File: src/rtl/tour_cmd_seq.sv
// Knight's-tour command sequencer: arbitrates cmd_proc input between UART and the tour.
// Optional abort support is compiled in with `define TOUR_ABORT_EN.
module tour_cmd_seq #(
    parameter int NUM_MOVES = 24
) (
    input  logic        clk,
    input  logic        rst,
    input  logic        start_tour,
    input  logic [7:0]  move,
    output logic [4:0]  mv_indx,
    input  logic [15:0] cmd_UART,
    input  logic        cmd_rdy_UART,
    input  logic        clr_cmd_rdy,
    input  logic        send_resp,
    input  logic        tour_abort,
    output logic [15:0] cmd,
    output logic        cmd_rdy,
    output logic        clr_cmd_rdy_UART,
    output logic [7:0]  resp
);

    typedef enum logic [2:0] {IDLE, VERT, VACK, VDONE, HORZ, HACK, HDONE} state_t;

    localparam logic [4:0] LAST_IDX    = 5'(NUM_MOVES - 1);
    localparam logic [3:0] OP_MOVE     = 4'h2;
    localparam logic [3:0] OP_FANFARE  = 4'h3;
    localparam logic [7:0] HDG_N       = 8'h00;
    localparam logic [7:0] HDG_W       = 8'h3F;
    localparam logic [7:0] HDG_S       = 8'h7F;
    localparam logic [7:0] HDG_E       = 8'hBF;
    localparam logic [7:0] RESP_DONE   = 8'h5A;
    localparam logic [7:0] RESP_BUSY   = 8'hA5;

    state_t      state;
    logic        mem_wait;
    logic [7:0]  move_q;
    logic [15:0] cmd_q;
    logic        cmd_rdy_q;
    logic [7:0]  resp_q;

    // Lowest set bit selects the move; all-zero yields zero-length N0/E0 legs.
    function automatic logic [15:0] leg_cmd(input logic [7:0] mv, input logic horz);
        logic [2:0] sel;
        logic [7:0] v_hdg, h_hdg;
        logic [3:0] v_sq, h_sq;
        sel = '0;
        for (int unsigned i = 8; i > 0; i--) begin
            if (mv[i-1]) sel = 3'(i - 1);
        end
        case (sel)
            3'd0: {v_hdg, v_sq, h_hdg, h_sq} = {HDG_N, 4'd2, HDG_E, 4'd1};
            3'd1: {v_hdg, v_sq, h_hdg, h_sq} = {HDG_N, 4'd2, HDG_W, 4'd1};
            3'd2: {v_hdg, v_sq, h_hdg, h_sq} = {HDG_N, 4'd1, HDG_W, 4'd2};
            3'd3: {v_hdg, v_sq, h_hdg, h_sq} = {HDG_S, 4'd1, HDG_W, 4'd2};
            3'd4: {v_hdg, v_sq, h_hdg, h_sq} = {HDG_S, 4'd2, HDG_W, 4'd1};
            3'd5: {v_hdg, v_sq, h_hdg, h_sq} = {HDG_S, 4'd2, HDG_E, 4'd1};
            3'd6: {v_hdg, v_sq, h_hdg, h_sq} = {HDG_S, 4'd1, HDG_E, 4'd2};
            3'd7: {v_hdg, v_sq, h_hdg, h_sq} = {HDG_N, 4'd1, HDG_E, 4'd2};
            default: {v_hdg, v_sq, h_hdg, h_sq} = {HDG_N, 4'd0, HDG_E, 4'd0};
        endcase
        if (mv == '0) begin
            v_sq = '0;
            h_sq = '0;
        end
        return horz ? {OP_FANFARE, h_hdg, h_sq} : {OP_MOVE, v_hdg, v_sq};
    endfunction

`ifndef TOUR_ABORT_EN
    logic unused_abort;
    assign unused_abort = tour_abort;
`endif

    // Both leg-load states spend one wait cycle (mem_wait) so every leg starts 2 clocks after its trigger.
    always_ff @(posedge clk or posedge rst) begin
        if (rst) begin
            state     <= IDLE;
            mv_indx   <= '0;
            mem_wait  <= 1'b0;
            move_q    <= '0;
            cmd_q     <= '0;
            cmd_rdy_q <= 1'b0;
            resp_q    <= RESP_DONE;
        end else
`ifdef TOUR_ABORT_EN
        if (state != IDLE && tour_abort) begin
            state     <= IDLE;
            mv_indx   <= '0;
            cmd_rdy_q <= 1'b0;
            resp_q    <= RESP_DONE;
        end else
`endif
        begin
            case (state)
                IDLE: if (start_tour) begin
                    mv_indx  <= '0;
                    mem_wait <= 1'b1;
                    resp_q   <= RESP_BUSY;
                    state    <= VERT;
                end
                VERT: if (mem_wait) begin
                    mem_wait <= 1'b0;
                end else begin
                    move_q    <= move;
                    cmd_q     <= leg_cmd(move, 1'b0);
                    cmd_rdy_q <= 1'b1;
                    state     <= VACK;
                end
                VACK: if (clr_cmd_rdy) begin
                    cmd_rdy_q <= 1'b0;
                    state     <= VDONE;
                end
                VDONE: if (send_resp) begin
                    mem_wait <= 1'b1;
                    state    <= HORZ;
                end
                HORZ: if (mem_wait) begin
                    mem_wait <= 1'b0;
                end else begin
                    cmd_q     <= leg_cmd(move_q, 1'b1);
                    cmd_rdy_q <= 1'b1;
                    state     <= HACK;
                end
                HACK: if (clr_cmd_rdy) begin
                    cmd_rdy_q <= 1'b0;
                    resp_q    <= (mv_indx == LAST_IDX) ? RESP_DONE : RESP_BUSY;
                    state     <= HDONE;
                end
                HDONE: if (send_resp) begin
                    if (mv_indx == LAST_IDX) begin
                        state <= IDLE;
                    end else begin
                        mv_indx  <= mv_indx + 5'd1;
                        mem_wait <= 1'b1;
                        state    <= VERT;
                    end
                end
                default: state <= IDLE;
            endcase
        end
    end

    // UART path is combinational in IDLE, forced to reset values while rst is high.
    assign cmd              = (state == IDLE) ? (rst ? '0 : cmd_UART) : cmd_q;
    assign cmd_rdy          = (state == IDLE) ? (cmd_rdy_UART & ~rst) : cmd_rdy_q;
    assign clr_cmd_rdy_UART = (state == IDLE) & clr_cmd_rdy & ~rst;
    assign resp             = resp_q;

endmodule

File: config.mk
export PLATFORM = sky130hd
export DESIGN_NAME = tour_cmd_seq
export DESIGN_NICKNAME = d
export VERILOG_FILES = /design/src/rtl/tour_cmd_seq.sv
export SDC_FILE = /design/constraint.sdc
export NUM_CORES = 1
export LEC_CHECK = 0
export ABC_AREA = 1
export CAP_MARGIN = 20
export CORE_ASPECT_RATIO = 1.25
export CORE_UTILIZATION = 41
export CTS_CLUSTER_SIZE = 30
export DETAILED_ROUTE_END_ITERATION = 12
export PLACE_DENSITY = 0.88
export SLEW_MARGIN = 40
export SYNTH_ARGS = -nofsm -noshare
export SYNTH_HDL_FRONTEND = slang
export SYNTH_SLANG_ARGS = --single-unit
File: constraint.sdc
create_clock -name clk -period 2.3 [get_ports clk]
set_input_delay 0.46 -clock clk [delete_from_list [all_inputs] [get_ports clk]]
set_output_delay 0.46 -clock clk [all_outputs]
set_load 0.05 [all_outputs]
=== Word-level counts from Yosys, hierarchy flattened ===
Memory sizes are Yosys's and may differ from the RTL's.
Cells that the tools add are included.

* Bits in registers: 42
* Memory bits (read-only): 192
* Input bits: 31
* Output and inout port bits: 31
* Word-level logic and storage cells: 102
* Memories: 2

{| class="wikitable"
|+ Memories
! name !! words !! bits a word !! rd ports !! clocked after Yosys merged registers in !! wr ports !! line !! text
|-
| (no name shown) || 8 || 12 || 1 || 0 || 0 || 50 || <nowiki>case (sel)</nowiki>
|-
| (no name shown) || 8 || 12 || 1 || 0 || 0 || 50 ||
|}

* $add $sub $neg: 1
* Equal/unequal tests: 17
* Mux-type cells: 53
* Bitwise gates (word level): 5
* Reductions and logical operators: 17

{| class="wikitable"
|+ Operators by type and width
! operator !! count
|-
| two-way mux 3 bit || 27
|-
| two-way mux 16 bit || 4
|-
| case mux 16 bit (2 select lines) || 1
|-
| two-way mux 8 bit || 3
|-
| case mux 3 bit (7 select lines) || 1
|-
| != test 2 bit, second input constant || 9
|-
| zero test 8 bit || 2
|-
| case mux 8 bit (2 select lines) || 1
|-
| two-way mux 5 bit || 3
|-
| case mux 5 bit (2 select lines) || 1
|-
| equality test 3 bit, second input constant || 3
|-
| AND reduction 3 bit || 3
|-
| two-way mux 1 bit || 8
|-
| two-way mux 4 bit || 2
|-
| nonzero test 2 bit || 4
|-
| AND reduction 7 bit || 1
|-
| equality test 3 x 2 -> 1 bit, second input constant || 2
|-
| adder 5 x 1 -> 5 bit, second input constant || 1
|-
| equality test 5 bit, second input constant || 1
|-
| AND reduction 5 bit || 1
|-
| case mux 1 bit (4 select lines) || 1
|-
| AND reduction 4 bit || 1
|-
| nonzero test 4 bit || 1
|-
| OR reduction 2 bit || 2
|-
| other kinds (7) || 10
|}

=== Longest topological paths before layout ===
Gate-level depths: netlist of run 1.
An unclocked memory read counts as a cell.

* Depth after elaboration: 14
* Depth in mapped cells: 10

=== Worst setup path before layout of run 1 ===
OpenSTA, ideal clock, no wires.

* Path type: input -> output
* From: input rst
* To: output cmd[10]
* Data arrival time: 2.815 ns
* Slack: -0.975 ns
* Stages on the path: 4
* Path buffers: 1
* Path through: clkinv_1 > clkbuf_1 > nand2_1 > o21ai_0

* Cells in the longest elaborated chain, start to end: 2

{| class="wikitable"
|+ RTL lines
! element !! line !! text
|-
| start: declaration || 7 || <nowiki>input logic rst,</nowiki>
|-
| two-way mux 16 bit (2 in series) || 143 || <nowiki>assign cmd = (state == IDLE) ? (rst ? '0 : cmd_UART) : cmd_q;</nowiki>
|-
| end: declaration || 16 || <nowiki>output logic [15:0] cmd,</nowiki>
|}

No other way between the ends.

=== Worst setup path after layout of run 1 ===
* From: input rst
* To: output cmd[5]

Same word-level chain as after synthesis.

==> qor_table.md, run 1 <==
| Step | Result | Value |
|---|---|---|
| run status | Result of the run | finished clean |
| synth | Post-Syn Nets | 284 |
| layout | Area of combinational cells with multiple inputs | 873.3 sq um |
| grt | Number of global-route vias before repair | 1674 |
| drt | DRC violations left | 0 |
| drt | Amount of wire on met2 after detailed routing | 2226 um |
| clock tree | Clock tree root buffer cell | clkbuf_8 |
| drt | Metal1 wirelength | 1652 um |
| die | Boundary Pins | 62 |
| sta | Max Clk Rate | 464.5 MHz |
| synth | Netlist cell types | 29 |
| sta | RSZ-0062 raised after global routing | false |
| setup path | Worst setup SP type | input pin |
| power and ir drop | Leakage power total | 0.001143 uW |
| power and ir drop | Sequential share of power | 26.0% |
| power and ir drop | Reported net switching power | 1690 uW |
| flow run | Total of max-cap violations | 0 |
| power and ir drop | Proportion of power drawn by combinational gates | 65.4% |
| drt | Iteration-0 DRC count of the detailed router | 93 |
| clock tree | Clock latency at the later pin of the worst-skew pair | 0.27 ns |
| layout | Growth of design area from synthesis to finish | 36.97% |
| grt | Total global routing track utilization | 19.34% |
| setup path | Category of the critical setup timing path | in -> out |
| grt | Antenna violations before repair | 0 |
| placement | Estimated wirelength of the detail-placed design | 3256 um |
| synth | Top cell type's share of synthesized area | 37.04% |
| setup path | CP required | 1.84 ns |
| layout | FILL cells | 383 |
| worst hold path | End point of the most critical hold path | cmd_q[13] |
| clock tree | Clock-pin transition on the worst setup and hold timing paths | 0.08 ns |
| setup path | Beginning of the worst register-to-register path | state[1] |
| worst hold path | Beginning of the worst hold path | cmd_q[13] |
| drt | Vias post-DR | 1758 |
| sta | Measured slew at the worst slew-check pin | 0.5030 ns |
| setup path | Logic depth of the worst register-to-register path | 7 |
| setup path | Setup slack of the worst register-to-register path | 0.80 ns |
| clock tree | Total number of H-tree levels | 1 |
| drt | Final routed wire length divided by cell count | 11.13 um |
| drt | Metal3 WL | 123 um |
| sta | Post-route setup TNS | 0 ns |
| clock tree | Post-CTS setup-driven buffer insertion count | 0 |
| drt | First drt pass iteration count | 4 |
| power and ir drop | PnR Total Power | 3086 uW |
| die | Die Area | 4552 sq um |
| die | Initial cell density of the core | 42.86% |
| clock tree | Maximum number of buffers from clock root to sink | 2 |
| grt | Largest net degree at the start of global routing | 25 |
| die | Die height | 75.19 um |
| sta | Final critical delay including setup and external delays | 2.153 ns |
| clock tree | CTS Sinks | 27 |
| power and ir drop | Power Density | 1282 nW/um^2 |
| synth | Share of synthesized cell area in and, or, nand and nor gates | 32.19% |
| power and ir drop | Internal Dissipation | 1396 uW |
| synth | Synth warnings | 0 |
| sta | Final Skew | 0.003014 ns |
| clock tree | Clock tree from TritonCTS | yes |
| layout | Commonest non-fill, non-tap cell in the layout | nand2_1 |
| drt | Vias per std cell | 4.830 |
| power and ir drop | Share of total power consumed by net switching | 54.76% |
| synth | Average instance area after synthesis | 6.971 sq um |
| clock tree | Hold-fix buffers, CTS | 0 |
| layout | Top library cells by usage in the layout, fill and taps aside | nand2_1, clkdlybuf4s50_1, inv_1 |
| worst hold path | Path class of the lowest-slack min-delay path | reg -> reg |
| synth | Post-synthesis instance area | 1757 sq um |
| layout | Seq. cell area | 679.4 sq um |
| synth | Share of the yosys chip area belonging to registers | 38.53% |
| synth | Most area-hungry cell type in the Yosys netlist | dfrtp_1 |
| synth | Compound-gate portion of the synthesized area | 14.81% |
| die | Area of the core | 4099 sq um |
| drt | Top layer used by detailed routing | met4 |
| synth | Synth Instances | 252 |
| clock tree | Number of buffers created by CTS | 3 |
| synth | Largest family of logic cells by synthesized area | simple AND/OR/NAND/NOR gates |
| setup path | Crit path max fanout | 11 |
| layout | Number of inserted diodes | 0 |
| power and ir drop | Maximum vdd ir drop | 0.6831 mV |
| sta | Count of final max-slew check failures | 0 |
| worst hold path | Cell count of the worst hold path | 2 |
| layout | Share of post-route cells with drive strength above 1 | 16.23% |
| setup path | Worst R2R End | mv_indx[0] |
| drt | Routed Antenna Nets | 0 |
| layout | Post-layout net count | 341 |
| setup path | Kind of capture point of the worst setup path | primary output |
| die | Number of standard-cell rows in the floorplan | 26 |
| synth | Adder-cell share of the synthesized area | 0.7123% |
| grt | Gr ovfl total | 0 |
| sta | Endpoints failing hold | 0 |
| grt | First-pass GRT wire length | 6768 um |
| placement | Count of buffers inserted at the top-level ports | 60 |
| placement | Final estimated routing congestion in global placement | 0.8068 |
| sta | # setup viols final | 0 |
| sta | Tightest slew margin relative to the limit | 66.36% |
| synth | Post-Synth XOR/XNOR Area | 1.496% |
| sta | Period utilisation layout | 93.60% |
| power and ir drop | Clk pwr share | 8.6% |
| drt | Drt total wl | 4052 um |
| setup path | CP arrival | 1.69 ns |
| synth | Share of cell area taken by muxes after synthesis | 0% |
| synth | Cells taking the most area after synthesis | dfrtp_1, nand2_1, o21ai_0 |
| synth | Post-synthesis sequential element count | 27 |
| die | Width of the die | 60.55 um |
metrics by stage:
stage	utilization (%)	area [sq um]	hold WS, ns	instances	setup WS [ns]
after global routing	58.70	2406	0.5136	364	0.04381
after floorplan	-	1758	0.4193	252	-0.1155
after CTS	58.33	2391	0.4617	364	0.06756
after detailed placement	57.20	2345	0.4412	360	-0.009932
final	58.70	2406	0.4567	364	0.1472
after global placement	57.20	2345	0.4323	360	0.02928
cell type report:
class / instances / share of cell area [%]
multi-input cells: 176 / 36.30
flip-flops and latches: 27 / 28.24
repair buffers: 63 / 24.54
inverters: 38 / 6.136
well taps: 56 / 2.912
clock buffers: 4 / 1.872
metal layers:
metal	global-route usage (%)	vias to the layer above
met2	35.78	39
li1	-	911
met5	0	-
met4	7.071	0
met1	22.57	803
met3	2.234	5
critical path: stages:
cell	delay [ns]
clkdlybuf4s50_1	0.50
clkinv_2	0.17
buf_4	0.21
nand2_1	0.06
o21ai_1	0.08
buf_4	0.20
Yosys cell counts:
cell type  number
dfrtp_1        26
o21ai_0        27
dfstp_2         1
nor3_1          5
o22ai_1         2
nand2_1        66
buf_4           8
nand4_1         4
nor2_2          3
nand2_4         1
nor2_1         19
clkbuf_1        2
nand3_1        17
inv_1          32
o21bai_1        1
xnor2_1         1
buf_2           1
o21a_1          2
xor2_1          2
inv_2           5
clkinv_1        1
ha_1            1
a21oi_1         5
nand2_2         6
o31ai_1         3
nand3_2         1
o21ai_1         5
o21ai_2         2
nor2_4          3
flip-flops by register name (all words and copies together), names as in the netlist:
name	flops
cmd_q	7
cmd_rdy_q	1
mem_wait	1
move_q	8
mv_indx	5
resp	2
state	3
worst max-delay path by stage:
stage             start       to  slack, ns  cells past startpoint
6_report            rst   cmd[5]       0.15                      6
3_5_place_dp        rst   cmd[5]      -0.01                      6
2_1_floorplan  state[1]   cmd[7]      -0.12                      5
3_3_place_gp        rst   cmd[9]       0.03                      6
5_1_grt             rst   cmd[4]       0.04                      6
4_1_cts        state[1]  cmd[12]       0.07                      6
power groups by stage:
stage	clock network (uW)	registers, uW	logic [uW]
floorplan	0	803	1480
global placement	0	801	1950
detailed placement	0	811	1990
CTS	277	801	2000
global route	295	832	2210
finish	264	803	2020
what timing repair did:
item                       in CTS  in global routing
setup endpoints to repair       4                  3
pin swaps                       0                  0
resized for setup               1                  4
cloned                          0                  0
cell families (layout without fill, tap and decap cells):
| logic type | Yosys count | count (layout) |
|---|---|---|
| AND/OR/NAND/NOR | 125 | 125 |
| buffers and inverters | 49 | 105 |
| AO/OA/AOI/OAI | 47 | 47 |
| flip-flops | 27 | 27 |
| XOR/XNOR | 3 | 3 |
| adder cells (fa/ha/maj) | 1 | 1 |
No activity file was read; power rests on OpenSTA's default activity.
==> run 2: changes to the inputs <==
--- a/config.mk
+++ b/config.mk
@@ -11,6 +11,7 @@
 export CORE_UTILIZATION = 41
 export CTS_CLUSTER_SIZE = 30
 export DETAILED_ROUTE_END_ITERATION = 12
+export MAX_ROUTING_LAYER = met4
 export PLACE_DENSITY = 0.88
 export SLEW_MARGIN = 40
 export SYNTH_ARGS = -nofsm -noshare
==> run 2 against run 1 <==
Effect of this change:
- global-route usage increased by 0.52 points
- clock-buffer cell count unchanged
- setup slack about the same
- highest routed layer unchanged
- die area unchanged
- largest cell class unchanged
- largest power group unchanged
==> qor_table.md, run 2 (synthesis gave the netlist of run 1 again) <==
| Step | Result | Value | Change |
|---|---|---|---|
| clock tree | Total number of H-tree levels | 1 | unchanged |
| sta | Final critical delay including setup and external delays | 2.152 ns | was 2.153 ns |
| die | Die Area | 4552 sq um | unchanged |
| layout | Post-layout net count | 341 | unchanged |
| setup path | Kind of capture point of the worst setup path | primary output | unchanged |
| layout | Biggest regs | move_q x8, cmd_q x7, mv_indx x5 | unchanged |
| flow run | Total of max-cap violations | 0 | unchanged |
| drt | Final routed wire length divided by cell count | 11.15 um | was 11.13 um |
| power and ir drop | Maximum vdd ir drop | 0.6832 mV | was 0.6831 mV |
| setup path | Beginning of the worst register-to-register path | state[1] | unchanged |
| drt | Routed Antenna Nets | 0 | unchanged |
| clock tree | Maximum number of buffers from clock root to sink | 2 | unchanged |
| sta | Count of final max-slew check failures | 0 | unchanged |
| grt | Number of global-route vias before repair | 1673 | was 1674 |
| sta | Tightest slew margin relative to the limit | 66.36% | unchanged |
| layout | FILL cells | 383 | unchanged |
| die | Number of standard-cell rows in the floorplan | 26 | unchanged |
| clock tree | Hold-fix buffers, CTS | 0 | unchanged |
| clock tree | CTS Sinks | 27 | unchanged |
| layout | Final Non-Filler Cells | 364 | unchanged |
| placement | Final estimated routing congestion in global placement | 0.8186 | was 0.8068 |
| die | Area of the core | 4099 sq um | unchanged |
| placement | Count of buffers inserted at the top-level ports | 60 | unchanged |
| clock tree | Clock tree from TritonCTS | yes | unchanged |
| sta | Measured slew at the worst slew-check pin | 0.5030 ns | unchanged |
| clock tree | Post-CTS setup-driven buffer insertion count | 0 | unchanged |
| power and ir drop | PnR Total Power | 3087 uW | was 3086 uW |
| placement | Estimated wirelength of the detail-placed design | 3256 um | unchanged |
| setup path | Worst setup SP type | input pin | unchanged |
| drt | Vias per std cell | 4.830 | unchanged |
| setup path | Logic depth of the worst register-to-register path | 7 | unchanged |
| layout | Max reg flops | 8 | unchanged |
| drt | DRC violations left | 0 | unchanged |
| worst hold path | Cell count of the worst hold path | 2 | unchanged |
| worst hold path | Beginning of the worst hold path | cmd_q[13] | unchanged |
| setup path | Category of the critical setup timing path | in -> out | unchanged |
| grt | Largest net degree at the start of global routing | 25 | unchanged |
| worst hold path | End point of the most critical hold path | cmd_q[13] | unchanged |
| die | Boundary Pins | 62 | unchanged |
| drt | Drt total wl | 4059 um | was 4052 um |
| worst hold path | Path class of the lowest-slack min-delay path | reg -> reg | unchanged |
| sta | # setup viols final | 0 | unchanged |
| die | Die height | 75.19 um | unchanged |
| die | Initial cell density of the core | 42.86% | unchanged |
| sta | Period utilisation layout | 93.58% | was 93.60% |
| sta | Endpoints failing hold | 0 | unchanged |
| setup path | Worst R2R End | mv_indx[0] | unchanged |
| layout | Growth of design area from synthesis to finish | 36.97% | unchanged |
| setup path | CP required | 1.84 ns | about the same |
| layout | Most flop-heavy register | move_q | unchanged |
| setup path | CP arrival | 1.69 ns | about the same |
| clock tree | Clock latency at the later pin of the worst-skew pair | 0.27 ns | about the same |
| power and ir drop | Power Density | 1283 nW/um^2 | was 1282 nW/um^2 |
| clock tree | Clock-pin transition on the worst setup and hold timing paths | 0.09 ns | was 0.08 ns |
| sta | RSZ-0062 raised after global routing | false | unchanged |
| grt | Total global routing track utilization | 19.87% | was 19.34% |
| power and ir drop | Leakage power total | 0.001143 uW | unchanged |
| clock tree | Number of buffers created by CTS | 3 | unchanged |
| sta | Max Clk Rate | 464.6 MHz | was 464.5 MHz |
| clock tree | Total of cells resized after clock tree synthesis | 1 | unchanged |
| drt | First drt pass iteration count | 4 | unchanged |
| layout | Share of post-route cells with drive strength above 1 | 16.23% | unchanged |
| layout | Top library cells by usage in the layout, fill and taps aside | nand2_1, clkdlybuf4s50_1, inv_1 | unchanged |
| layout | Commonest non-fill, non-tap cell in the layout | nand2_1 | unchanged |
| drt | Iteration-0 DRC count of the detailed router | 83 | was 93 |
| grt | First-pass GRT wire length | 6741 um | was 6768 um |
| run status | Result of the run | finished clean | unchanged |
| clock tree | Clock tree root buffer cell | clkbuf_8 | unchanged |
| setup path | Setup slack of the worst register-to-register path | 0.80 ns | about the same |
| sta | Final Skew | 0.002585 ns | was 0.003014 ns |
| placement | DP Cell Count | 360 | unchanged |
| setup path | Crit path max fanout | 11 | unchanged |
| grt | Gr ovfl total | 0 | unchanged |
| grt | Antenna violations before repair | 0 | unchanged |
| drt | Vias post-DR | 1758 | unchanged |
| layout | Number of inserted diodes | 0 | unchanged |
| die | Width of the die | 60.55 um | unchanged |
-- run 2: cell type report --
class	count	area, sq um	area share, %
Tap cell	56	70.07	2.912
Sequential cell	27	679.4	28.24
Timing Repair Buffer	63	590.6	24.54
Clock buffer	4	45.04	1.872
Inverter	38	147.6	6.136
Multi-Input combinational cell	176	873.3	36.30
-- run 2: critical path: stages --
cell	delay (ns)
clkdlybuf4s50_1	0.50
clkinv_2	0.17
buf_4	0.21
nand2_1	0.06
o21ai_1	0.08
buf_4	0.20
-- run 2: worst max path at each step --
stage / start / endpoint / slack, ns / cells past startpoint
2_1_floorplan: state[1] / cmd[7] / -0.12 / 5
3_3_place_gp: rst / cmd[9] / 0.03 / 6
3_5_place_dp: rst / cmd[5] / -0.01 / 6
4_1_cts: state[1] / cmd[12] / 0.07 / 6
5_1_grt: rst / cmd[4] / 0.04 / 6
6_report: rst / cmd[5] / 0.15 / 6
-- run 2: report_power, final --
part	total, uW	internal (uW)	leakage (uW)	switching, uW
registers	803	650	0.000327	153
logic	2020	622	0.000793	1400
clock network	266	124	0.0000228	141
total	3090	1400	0.00114	1690
-- run 2: layer usage --
| metal | global-route usage [%] | wire length, um | share of wire [%] |
|---|---|---|---|
| met5 | - | 0 | 0 |
| met3 | 2.062 | 93 | 2.3 |
| met1 | 22.46 | 1671 | 41 |
| met2 | 35.78 | 2245 | 55 |
| met4 | 7.071 | 50 | 1.2 |
-- run 2: per-stage QoR --
stage	hold slack, ns	TNS [ns]	area, sq um	utilization [%]	setup slack, ns
after global routing	0.5136	0	2406	58.70	0.04381
after floorplan	0.4193	-0.8153	1758	-	-0.1155
after detailed placement	0.4412	-0.01917	2345	57.20	-0.009932
after global placement	0.4323	0	2345	57.20	0.02928
after CTS	0.4617	0	2391	58.33	0.06756
final	0.4569	0	2406	58.70	0.1476
==> run 3: changes to the inputs <==
--- a/config.mk
+++ b/config.mk
@@ -12,7 +12,7 @@
 export CTS_CLUSTER_SIZE = 30
 export DETAILED_ROUTE_END_ITERATION = 12
 export MAX_ROUTING_LAYER = met4
-export PLACE_DENSITY = 0.88
+export PLACE_DENSITY = 0.79
 export SLEW_MARGIN = 40
 export SYNTH_ARGS = -nofsm -noshare
 export SYNTH_HDL_FRONTEND = slang
==> run 3 against run 2 <==
Effect of this change:
- routed wire length shrank 2.8%
- combinational power is essentially flat
- critical path depth is the same
- largest power group unchanged
- clock power is essentially flat
- critical endpoint is now cmd[9]
- highest routed layer unchanged
- power shrank 0.56%
- register-to-register slack is essentially flat
- clock skew shrank 0.00088 ns
- via count shrank 0.23%
- critical path type unchanged
==> qor_table.md, run 3 (synthesis gave the netlist of run 1 again) <==
| Step | Result | Value | Change |
|---|---|---|---|
| layout | Most flop-heavy register | move_q | unchanged |
| layout | Final Non-Filler Cells | 368 | was 364 |
| flow run | Total of max-cap violations | 0 | unchanged |
| clock tree | Clock latency at the later pin of the worst-skew pair | 0.27 ns | about the same |
| power and ir drop | Maximum vdd ir drop | 0.7365 mV | was 0.6832 mV |
| drt | Drt total wl | 3946 um | was 4059 um |
| layout | Max reg flops | 8 | unchanged |
| setup path | Kind of capture point of the worst setup path | primary output | unchanged |
| power and ir drop | Internal Dissipation | 1392 uW | was 1396 uW |
| worst hold path | End point of the most critical hold path | cmd_q[13] | unchanged |
| setup path | Worst R2R End | resp[5] | was mv_indx[0] |
| power and ir drop | Proportion of power drawn by combinational gates | 64.9% | was 65.4% |
| sta | Count of final max-slew check failures | 0 | unchanged |
| sta | # setup viols final | 0 | unchanged |
| layout | Post-layout net count | 345 | was 341 |
| setup path | Category of the critical setup timing path | in -> out | unchanged |
| power and ir drop | Leakage power total | 0.001159 uW | was 0.001143 uW |
| clock tree | Total number of H-tree levels | 1 | unchanged |
| power and ir drop | PnR Total Power | 3070 uW | was 3087 uW |
| layout | Biggest regs | move_q x8, cmd_q x7, mv_indx x5 | unchanged |
| drt | First drt pass iteration count | 4 | unchanged |
| layout | Total non-filler cell area in the finished layout | 2430 sq um | was 2406 sq um |
| sta | Post-route setup TNS | 0 ns | unchanged |
| die | Die Area | 4552 sq um | unchanged |
| power and ir drop | Clk pwr share | 8.8% | was 8.6% |
| sta | Endpoints failing hold | 0 | unchanged |
| power and ir drop | Share of total power consumed by net switching | 54.66% | was 54.79% |
| drt | Iteration-0 DRC count of the detailed router | 77 | was 83 |
| grt | Gr ovfl total | 0 | unchanged |
| layout | Commonest non-fill, non-tap cell in the layout | nand2_1 | unchanged |
| placement | Setup WS pre-CTS | 0.002094 ns | was -0.009932 ns |
| sta | Final critical delay including setup and external delays | 2.191 ns | was 2.152 ns |
| clock tree | Clock tree root buffer cell | clkbuf_8 | unchanged |
| layout | FILL cells | 391 | was 383 |
| die | Boundary Pins | 62 | unchanged |
| clock tree | Number of buffers created by CTS | 3 | unchanged |
| placement | Count of buffers inserted at the top-level ports | 60 | unchanged |
| clock tree | Clock tree from TritonCTS | yes | unchanged |
| setup path | Beginning of the worst register-to-register path | state[2] | was state[1] |
| sta | Measured slew at the worst slew-check pin | 0.4975 ns | was 0.5030 ns |
| drt | Final routed wire length divided by cell count | 10.72 um | was 11.15 um |
| clock tree | Hold-fix buffers, CTS | 0 | unchanged |
| setup path | Crit path max fanout | 9 | was 11 |
| sta | Period utilisation layout | 95.25% | was 93.58% |
| drt | DRC violations left | 0 | unchanged |
| sta | Max Clk Rate | 456.5 MHz | was 464.6 MHz |
| clock tree | Maximum number of buffers from clock root to sink | 2 | unchanged |
| grt | Total global routing track utilization | 18.57% | was 19.87% |
| worst hold path | Cell count of the worst hold path | 2 | unchanged |
| layout | Number of inserted diodes | 0 | unchanged |
| layout | Area of combinational cells with multiple inputs | 864.6 sq um | was 873.3 sq um |
| worst hold path | Path class of the lowest-slack min-delay path | reg -> reg | unchanged |
| die | Width of the die | 60.55 um | unchanged |
| drt | Routed Antenna Nets | 0 | unchanged |
| drt | Vias post-DR | 1754 | was 1758 |
| setup path | Setup slack of the worst register-to-register path | 0.79 ns | was 0.80 ns |
| placement | DP Cell Count | 361 | was 360 |
| sta | Final Skew | 0.001702 ns | was 0.002585 ns |
| sta | Tightest slew margin relative to the limit | 66.73% | was 66.36% |
| worst hold path | Beginning of the worst hold path | cmd_q[13] | unchanged |
| layout | Share of post-route cells with drive strength above 1 | 17.31% | was 16.23% |
| grt | Largest net degree at the start of global routing | 25 | unchanged |
| drt | Vias per std cell | 4.766 | was 4.830 |
| layout | Seq. cell area | 679.4 sq um | unchanged |
| grt | First-pass GRT wire length | 6223 um | was 6741 um |
| die | Initial cell density of the core | 42.86% | unchanged |
| setup path | CP required | 1.84 ns | about the same |
| placement | Standard cell area after detailed placement | 2352 sq um | was 2345 sq um |
| sta | RSZ-0062 raised after global routing | false | unchanged |
| die | Area of the core | 4099 sq um | unchanged |
| run status | Result of the run | finished clean | unchanged |
| layout | Top library cells by usage in the layout, fill and taps aside | nand2_1, clkdlybuf4s50_1, inv_1 | unchanged |
| die | Die height | 75.19 um | unchanged |
| sta | Setup ws final | 0.1093 ns | was 0.1476 ns |
| placement | Estimated wirelength of the detail-placed design | 3164 um | was 3256 um |
| power and ir drop | Reported net switching power | 1678 uW | was 1691 uW |
| setup path | Logic depth of the worst register-to-register path | 8 | was 7 |
| setup path | Worst setup SP type | input pin | unchanged |
| placement | Final estimated routing congestion in global placement | 0.8145 | was 0.8186 |
| clock tree | CTS Sinks | 27 | unchanged |
| layout | Growth of design area from synthesis to finish | 38.32% | was 36.97% |
| grt | Antenna violations before repair | 0 | unchanged |
| clock tree | Clock-pin transition on the worst setup and hold timing paths | 0.09 ns | about the same |
| power and ir drop | Sequential share of power | 26.3% | was 26.0% |
| die | Number of standard-cell rows in the floorplan | 26 | unchanged |
| grt | Number of global-route vias before repair | 1488 | was 1673 |
| power and ir drop | Power Density | 1263 nW/um^2 | was 1283 nW/um^2 |
| setup path | CP arrival | 1.73 ns | was 1.69 ns |
run 3: power groups by stage:
| stage | sequential (uW) | clock [uW] | combinational (uW) |
|---|---|---|---|
| global placement | 802 | 0 | 1970 |
| detailed placement | 809 | 0 | 1990 |
| global route | 828 | 301 | 2200 |
| finish | 808 | 269 | 1990 |
| floorplan | 803 | 0 | 1480 |
| CTS | 802 | 278 | 2000 |
run 3: metal layers:
layer / track usage (%) / vias to the layer above / part of all wire (%)
met1: 21.34 / 795 / 43
met3: 2.062 / 5 / 2.5
li1: - / 917 / -
met5: - / - / 0
met2: 33.58 / 37 / 54
met4: 5.303 / 0 / 1.1
run 3: how the worst max path moves through the flow:
stage	slack, ns	start	end
after CTS	0.002	rst	cmd[9]
after global routing	0.004	rst	cmd[9]
after global placement	0.04	rst	cmd[3]
after detailed placement	0.002	rst	cmd[9]
final	0.11	rst	cmd[9]
after floorplan	-0.12	state[1]	cmd[7]
run 3: area by class of cell:
cell class,instances,share of cell area (%)
multi-input combinational,176,35.58
sequential,27,27.96
timing repair buffer,67,25.54
inverter,38,6.179
tap,56,2.884
clock buffer,4,1.854
run 3: metrics by stage:
| stage | utilization [%] | hold WS [ns] |
|---|---|---|
| after global placement | 57.39 | 0.4325 |
| after floorplan | - | 0.4193 |
| final | 59.28 | 0.4645 |
| after global routing | 59.28 | 0.5053 |
| after detailed placement | 57.39 | 0.4432 |
| after CTS | 58.49 | 0.4660 |
run 3: critical path, stage by stage:
cell and delay, ns:
clkdlybuf4s50_1 0.52, clkinvlp_4 0.20, buf_4 0.20, nand2_1 0.06, o21ai_0 0.09, buf_4 0.20
run 3: what timing repair did:
action,CTS,global route
setup buffers,0,3
resized for setup,0,4
setup endpoints to repair,0,13
